### src/rtl/spi_config_writer.sv
// SPI mode-0 slave that turns 32-bit host frames into one-cycle config-store write pulses.
// Optional MISO echo of the last accepted frame is built when SPI_CONFIG_ECHO_EN is defined.
module spi_config_writer #(
    parameter int ADDR_WIDTH  = 8,
    parameter int NUM_TARGETS = 5,
    parameter int SYNC_STAGES = 2
) (
    input  logic                   i_Clock,
    input  logic                   i_Reset_n,
    input  logic                   i_SPI_Clock,
    input  logic                   i_SPI_MOSI,
    input  logic                   i_SPI_CS_n,
    output logic                   o_SPI_MISO,
    output logic [NUM_TARGETS-1:0] o_EnvelopeConfigWriteEnable,
    output logic [ADDR_WIDTH-1:0]  o_ConfigWriteAddr,
    output logic [15:0]            o_ConfigWriteData,
    output logic [7:0]             o_FrameErrorCount
);

    localparam logic [1:0] ST_IDLE   = 2'd0;
    localparam logic [1:0] ST_SHIFT  = 2'd1;
    localparam logic [1:0] ST_COMMIT = 2'd2;

    logic [SYNC_STAGES-1:0] sck_sync_q;
    logic [SYNC_STAGES-1:0] mosi_sync_q;
    logic [SYNC_STAGES-1:0] csn_sync_q;
    logic [SYNC_STAGES-1:0] settle_q;
    logic                   sck_prev_q;
    logic                   cs_prev_q;

    logic [1:0]             state_q, state_d;
    logic [4:0]             cnt_q, cnt_d;
    logic [31:0]            shift_q, shift_d;
    logic [NUM_TARGETS-1:0] en_q, en_d;
    logic [ADDR_WIDTH-1:0]  addr_q, addr_d;
    logic [15:0]            data_q, data_d;
    logic [7:0]             err_q, err_d;

    logic                   sck_s, mosi_s, csn_s;
    logic                   sck_rise, cs_fall, settled;
    logic                   frame_done, frame_valid;
    logic [31:0]            frame_next;
    logic [NUM_TARGETS-1:0] target_hit;

    assign sck_s   = sck_sync_q[SYNC_STAGES-1];
    assign mosi_s  = mosi_sync_q[SYNC_STAGES-1];
    assign csn_s   = csn_sync_q[SYNC_STAGES-1];
    assign settled = settle_q[SYNC_STAGES-1];

    // cs_prev_q only follows the bus once the synchronizers hold real samples, so a
    // CS_n already low across reset is never mistaken for a fresh falling edge.
    assign sck_rise = sck_s & ~sck_prev_q;
    assign cs_fall  = settled & cs_prev_q & ~csn_s;

    assign frame_next = {shift_q[30:0], mosi_s};
    assign frame_done = (state_q == ST_SHIFT) && !csn_s && sck_rise && (cnt_q == 5'd31);

    genvar gi;
    generate
        for (gi = 0; gi < NUM_TARGETS; gi++) begin : g_target
            assign target_hit[gi] = (frame_next[31:24] == 8'(gi));
        end
    endgenerate
    assign frame_valid = |target_hit;

    // Write outputs are registered on the edge entering COMMIT so the pulse, address
    // and data are all valid together during the COMMIT cycle.
    always_comb begin
        state_d = state_q;
        cnt_d   = cnt_q;
        shift_d = shift_q;
        en_d    = '0;
        addr_d  = addr_q;
        data_d  = data_q;
        err_d   = err_q;
        case (state_q)
            ST_IDLE: begin
                if (cs_fall) begin
                    state_d = ST_SHIFT;
                    cnt_d   = '0;
                end
            end
            ST_SHIFT: begin
                if (csn_s) begin
                    state_d = ST_IDLE;
                end else if (sck_rise) begin
                    shift_d = frame_next;
                    cnt_d   = cnt_q + 5'd1;
                    if (frame_done) begin
                        state_d = ST_COMMIT;
                        if (frame_valid) begin
                            en_d   = target_hit;
                            addr_d = frame_next[16 +: ADDR_WIDTH];
                            data_d = frame_next[15:0];
                        end else if (err_q != 8'hFF) begin
                            err_d = err_q + 8'd1;
                        end
                    end
                end
            end
            ST_COMMIT: begin
                state_d = csn_s ? ST_IDLE : ST_SHIFT;
                cnt_d   = '0;
                if (sck_rise) begin
                    shift_d = frame_next;
                    cnt_d   = 5'd1;
                end
            end
            default: state_d = ST_IDLE;
        endcase
    end

    always_ff @(posedge i_Clock) begin
        if (!i_Reset_n) begin
            sck_sync_q  <= '0;
            mosi_sync_q <= '0;
            csn_sync_q  <= '1;
            settle_q    <= '0;
            sck_prev_q  <= 1'b0;
            cs_prev_q   <= 1'b0;
            state_q     <= ST_IDLE;
            cnt_q       <= '0;
            shift_q     <= '0;
            en_q        <= '0;
            addr_q      <= '0;
            data_q      <= '0;
            err_q       <= '0;
        end else begin
            sck_sync_q  <= {sck_sync_q[SYNC_STAGES-2:0], i_SPI_Clock};
            mosi_sync_q <= {mosi_sync_q[SYNC_STAGES-2:0], i_SPI_MOSI};
            csn_sync_q  <= {csn_sync_q[SYNC_STAGES-2:0], i_SPI_CS_n};
            settle_q    <= {settle_q[SYNC_STAGES-2:0], 1'b1};
            sck_prev_q  <= sck_s;
            if (settled) begin
                cs_prev_q <= csn_s;
            end
            state_q     <= state_d;
            cnt_q       <= cnt_d;
            shift_q     <= shift_d;
            en_q        <= en_d;
            addr_q      <= addr_d;
            data_q      <= data_d;
            err_q       <= err_d;
        end
    end

    assign o_EnvelopeConfigWriteEnable = en_q;
    assign o_ConfigWriteAddr           = addr_q;
    assign o_ConfigWriteData           = data_q;
    assign o_FrameErrorCount           = err_q;

`ifdef SPI_CONFIG_ECHO_EN
    logic        sck_fall;
    logic [31:0] echo_q;
    logic [31:0] tx_q;
    logic        tx_armed_q;

    assign sck_fall = ~sck_s & sck_prev_q;

    // tx_armed_q ignores the trailing SCK fall of the previous frame in a burst, so
    // bit 31 of the freshly loaded echo is not shifted out before it is sampled.
    always_ff @(posedge i_Clock) begin
        if (!i_Reset_n) begin
            echo_q     <= '0;
            tx_q       <= '0;
            tx_armed_q <= 1'b0;
        end else begin
            if (frame_done) begin
                echo_q <= frame_valid ? frame_next : 32'hFFFF_FFFF;
            end
            if (state_q == ST_IDLE) begin
                tx_q       <= echo_q;
                tx_armed_q <= 1'b0;
            end else if (state_q == ST_COMMIT) begin
                tx_q       <= echo_q;
                tx_armed_q <= sck_rise;
            end else begin
                if (sck_rise) begin
                    tx_armed_q <= 1'b1;
                end
                if (sck_fall && tx_armed_q) begin
                    tx_q <= {tx_q[30:0], 1'b0};
                end
            end
        end
    end

    assign o_SPI_MISO = tx_q[31];
`else
    assign o_SPI_MISO = 1'b0;
`endif

endmodule

### config.mk
export PLATFORM = sky130hd
export DESIGN_NAME = spi_config_writer
export DESIGN_NICKNAME = d
export VERILOG_FILES = /design/src/rtl/spi_config_writer.sv
export SDC_FILE = /design/constraint.sdc
export NUM_CORES = 1
export LEC_CHECK = 0
export BUFFER_PORTS_ARGS = -buffer_cell sky130_fd_sc_hd__buf_2
export CORE_MARGIN = 4
export CORE_UTILIZATION = 48
export DETAILED_ROUTE_END_ITERATION = 7
export GPL_TIMING_DRIVEN = 0
export HOLD_SLACK_MARGIN = 0.08
export PLACE_DENSITY = 0.75
export SYNTH_ARGS = -nofsm -noshare
export SYNTH_HDL_FRONTEND = slang
export SYNTH_SLANG_ARGS = --single-unit
### constraint.sdc
create_clock -name i_Clock -period 2.9 [get_ports i_Clock]
set_input_delay 0.58 -clock i_Clock [delete_from_list [all_inputs] [get_ports i_Clock]]
set_output_delay 0.58 -clock i_Clock [all_outputs]
set_load 0.005 [all_outputs]
Yosys cells after proc, flatten, opt, wreduce, memory -nomap -nowiden:

Cells that the tools add are included.

* flip-flop bits (word level): 86
* bits of input ports: 5
* output and inout bits: 38

* multiplexer cells: 15
* reduce and logical (&&, ||, !) cells: 15
* eq/ne operators: 13
* bitwise operators: 10
* add/sub/neg operators: 2

Operators by type and width (number)
* 2-to-1 mux 32 bit: 2
* case mux 32 bit (2 select lines): 1
* == test 8 x 2 -> 1 bit (second input constant): 2
* 2-to-1 mux 5 bit: 3
* case mux 5 bit (3 select lines): 1
* adder 8 x 1 -> 8 bit (second input constant): 1
* == test 8 x 1 -> 1 bit (second input constant): 1
* == test 8 x 3 -> 1 bit (second input constant): 1
* logical NOT 8 bit: 1
* 2-to-1 mux 2 bit: 4
* inequality test 8 bit (second input constant): 1
* inverter 1 bit: 7
* inequality test 2 bit (second input constant): 3
* inequality test 3 bit (second input constant): 2
* case mux 2 bit (3 select lines): 1
* AND reduction 6 bit: 1
* OR reduction 6 bit: 1
* adder 5 x 1 -> 5 bit (second input constant): 1
* == test 5 bit (second input constant): 1
* AND reduction 5 bit: 1
* OR reduction 5 bit: 1
* AND reduction 4 bit: 1
* bitwise AND 1 bit: 3
* logical AND 1 bit: 3
* other kinds (9): 11

Depth between registers and ports, before layout:

* word-level depth: 8
* depth in mapped cells: 9

Worst setup path after synthesis:

Ideal clock, no wire load.

* path type: register to register
* from: register cnt_q[0]
* to: register en_q[2] (netlist: o_EnvelopeConfigWriteEnable[2])
* stages on the path, launching flop included: 9
* clock period less this slack: 2.144 ns
* buffers on the path: 1
* data required time: 2.827 ns
* arrival time: 2.072 ns
* slack: 0.756 ns
* library setup time: 0.073 ns
* cell sequence: dfxtp_1 > ha_1 > and3_1 > ha_1 > nand3b_1 > or4_1 > buf_2 > or3_4 > nor3b_2

* cells in the longest elaborated chain, start to end: 4

Ends and longest elaborated chain
* from (decl): line 32 `logic [4:0] cnt_q, cnt_d;`
* from (signal assigned): line 138 `cnt_q <= cnt_d;`
* == test 5 bit: line 56 `assign frame_done = (state_q == ST_SHIFT) && !csn_s && sck_rise && (cnt_q == 5'd31);`
* logical AND 1 bit: line 56
* inverter 1 bit (no source line)
* OR reduction 6 bit (no source line)
* to (signal assigned): line 140 `en_q <= en_d;`
* to (decl): line 34 `logic [NUM_TARGETS-1:0] en_q, en_d;`

Every way passes these cells.
A chain may end at the register's enable or synchronous reset.

Final worst setup path:

* from: register cnt_q[0]
* to: register data_q[7] (netlist: o_ConfigWriteData[7])

* cells in the longest elaborated chain, start to end: 3

Ends and longest elaborated chain
* == test 5 bit: line 56
* logical AND 1 bit: line 56
* AND reduction 5 bit (no source line)
* to (signal assigned): line 142 `data_q <= data_d;`
* to (decl): line 36 `logic [15:0] data_q, data_d;`

Every way passes these cells.

==> reports/qor.yml <==
outcome: "finished clean"
clock_latency_ps: 350
grtUsageTotal: 0.1786
critical_path.cell_chain: "ha_1, and3_1, ha_1, nand3b_1, nor4_2, clkbuf_1, nand3_1, a21oi_1"
boundaryPins: 43
synth.area.top_cells: "dfxtp_1 (51%), a21oi_1 (10%), nand2_1 (8.2%)"
max_cap_violations: 0
die_w_um: 91.52
power_density_mw_per_mm2: 573.8
yosysSeqAreaShare: 0.5082
grt_pass1_vias: 2655
cts_buffers: 9
cp-end-kind: "flop"
fin_area_mm2: 0.003920
grt_overflow: 0
hold_buffers: 0
synthesis.area_mm2: 0.003348
crit_path_start_kind: "flop"
clock_skew_ps: 6.928
setup_viol: 0
syn_avg_cell_area_um2: 8.413
cts.root.buffer_cell: "clkbuf_8"
synth.most_common_cell: "dfxtp_1"
syn_inst: 398
hold_violations: 0
synth_seq_cells: 85
drive_gt1_frac: 0.1451
gp_congestion: 0.8704
viasPerCell: 5.338
drc: 0
p_clk_frac: 0.447
clock_sinks: 85
fin_crit_sh: 0.8918
netlist.area_leader.share: 0.5082
io_buffers: 41
p_comb_frac: 0.029
maxSlewViolCount: 0
cts_setup_buffers: 0
intPower_uw: 1773
dpl_cell_area_mm2: 0.003674
ir_drop_uv: 411.2
synthTopCellsByCount: "dfxtp_1 (85), nand2_1 (73), a21oi_1 (68)"
p_seq_frac: 0.524
area_delta_synth_final_pct: 17.08
num_rows: 30
swShare: 0.2117
dr.pass1.iters: 4
post-route-min-period_ps: 2586
synth_cell_types: 40
worst_pin_slew_ps: 716.4
initialDrtViolationCount: 211
crit_required_ps: 3180
worst-path-max-fanout: 10
htreeDepth: 3
tritoncts: "built"
clkTransAtPathRegs_ps: 90
cts.repair.resized: 0
grt_pass1_wl_um: 12270
ant_nets: 0
initial_utilization: 0.4928
async_reset_ff_frac: 0
grt_max_degree: 16
power.leakage_uw: 0.001401
coreArea_mm2: 0.006794
antenna_found_initial: 0
finalSetupTns_ps: 0
via_count: 2941
synth_nets: 410
grt_setup_unrepaired: "false"
synth_edf_count: 0
fmax_mhz: 386.7
synth_top_cell_by_area: "dfxtp_1"
die-height_um: 91.52
ys_warn_count: 0
drt_wl_total_um: 7261
clockBufferDepth: 2
dp_hpwl_um: 4938
synth-main-ff-cell: "dfxtp_1"
holdCritPathClass: "input pin to flop"
wl_per_cell_um: 13.18
path_class: "flop to flop"
p_sw_uw: 476.2
relSlewSlack: 0.5224
die-area_mm2: 0.008376
num_antenna_cells: 0
final_nets: 462
cpMostUsedCell: "ha_1"
slowest_stage: "nor4_2"
max_stage_delay_ps: 620
worstPathArrival_ps: 2860
## area by class of cell
class	instances	area (um^2)
buffer	29	113.9
clock buffer	9	123.9
clock inverter	7	122.6
fill	618	2874
inverter	6	22.52
multi-input combinational	278	1510
sequential	85	1702
tap	96	120.1
timing repair buffer	41	205.2
## kinds of logic after synthesis
kind of cell	count (synthesis)	synth area share
simple gates	154	0.2321
mux	3	0.008969
other cells	1	0.001120
fa+ha+maj	7	0.02616
compound gates	113	0.1827
buf+inv	35	0.04073
flops	85	0.5082
## worst max-delay path: cells and delay by family (launching register included)
| family | cells | cell delay, ps |
|---|---|---|
| simple gates | 4 | 1140 |
| buf+inv | 1 | 460 |
| flops | 1 | 390 |
| fa+ha+maj | 2 | 380 |
| compound gates | 1 | 140 |
## power groups by stage
stage                     logic [uW]  registers, uW  clock network [uW]
after floorplan                 47.2           1210                   0
after global placement          63.5           1210                   0
after detailed placement        63.9           1210                   0
after CTS                       64.6           1180                1020
after global routing            73.7           1180                1070
final                           64.5           1180                1010
## cells in the final DEF, fill, tap and decap left out, types with 7 or more instances in the layout
cell type	count
ha_1	7
a21oi_1	68
dfxtp_1	85
buf_2	42
clkbuf_1	27
o21ai_0	28
clkbuf_8	9
nand2_1	73
nand3_1	30
nand2b_1	8
## path summary, 6_finish.rpt
| kind | to | startpoint | slack, ps | cells after the start |
|---|---|---|---|---|
| worst max register to register | o_ConfigWriteData[7] | cnt_q[0] | 310 | 8 |
| worst min-delay path | csn_sync_q[0] | i_SPI_CS_n | 410 | 2 |
| worst max-delay path | o_ConfigWriteData[7] | cnt_q[0] | 310 | 8 |
| worst min register to register | csn_sync_q[1] | csn_sync_q[0] | 410 | 1 |
## stage by stage
step,hold slack [ps],power (uW),instances,utilization,worst slack [ps]
finish,409.5,2249,551,0.5770,313.8
global route,412.0,2329,551,0.5770,86.39
CTS,400.0,2269,551,0.5770,308.0
detailed placement,391.4,1271,535,0.5407,352.4
global placement,390.3,1270,535,0.5407,439.6
floorplan,386.3,1253,398,-,755.7
## routing by layer
metal | track usage | vias to the layer above | share of wire
met5 | 0 | - | 0
li1 | - | 1484 | -
met2 | 0.2757 | 85 | 0.46
met3 | 0.05800 | 8 | 0.056
met4 | 0.04271 | 0 | 0.0076
met1 | 0.2421 | 1364 | 0.48
## flip-flops by register name, indices dropped and copies added (netlist names)
register and cells:
cnt_q 5, cs_prev_q 1, csn_sync_q 2, mosi_sync_q 2, o_ConfigWriteAddr 8, o_ConfigWriteData 16
o_EnvelopeConfigWriteEnable 5, o_FrameErrorCount 8, sck_prev_q 1, sck_sync_q 2, settle_q 2, shift_q 31
state_q 2
Note: power is estimated with default switching activity, not from simulation.
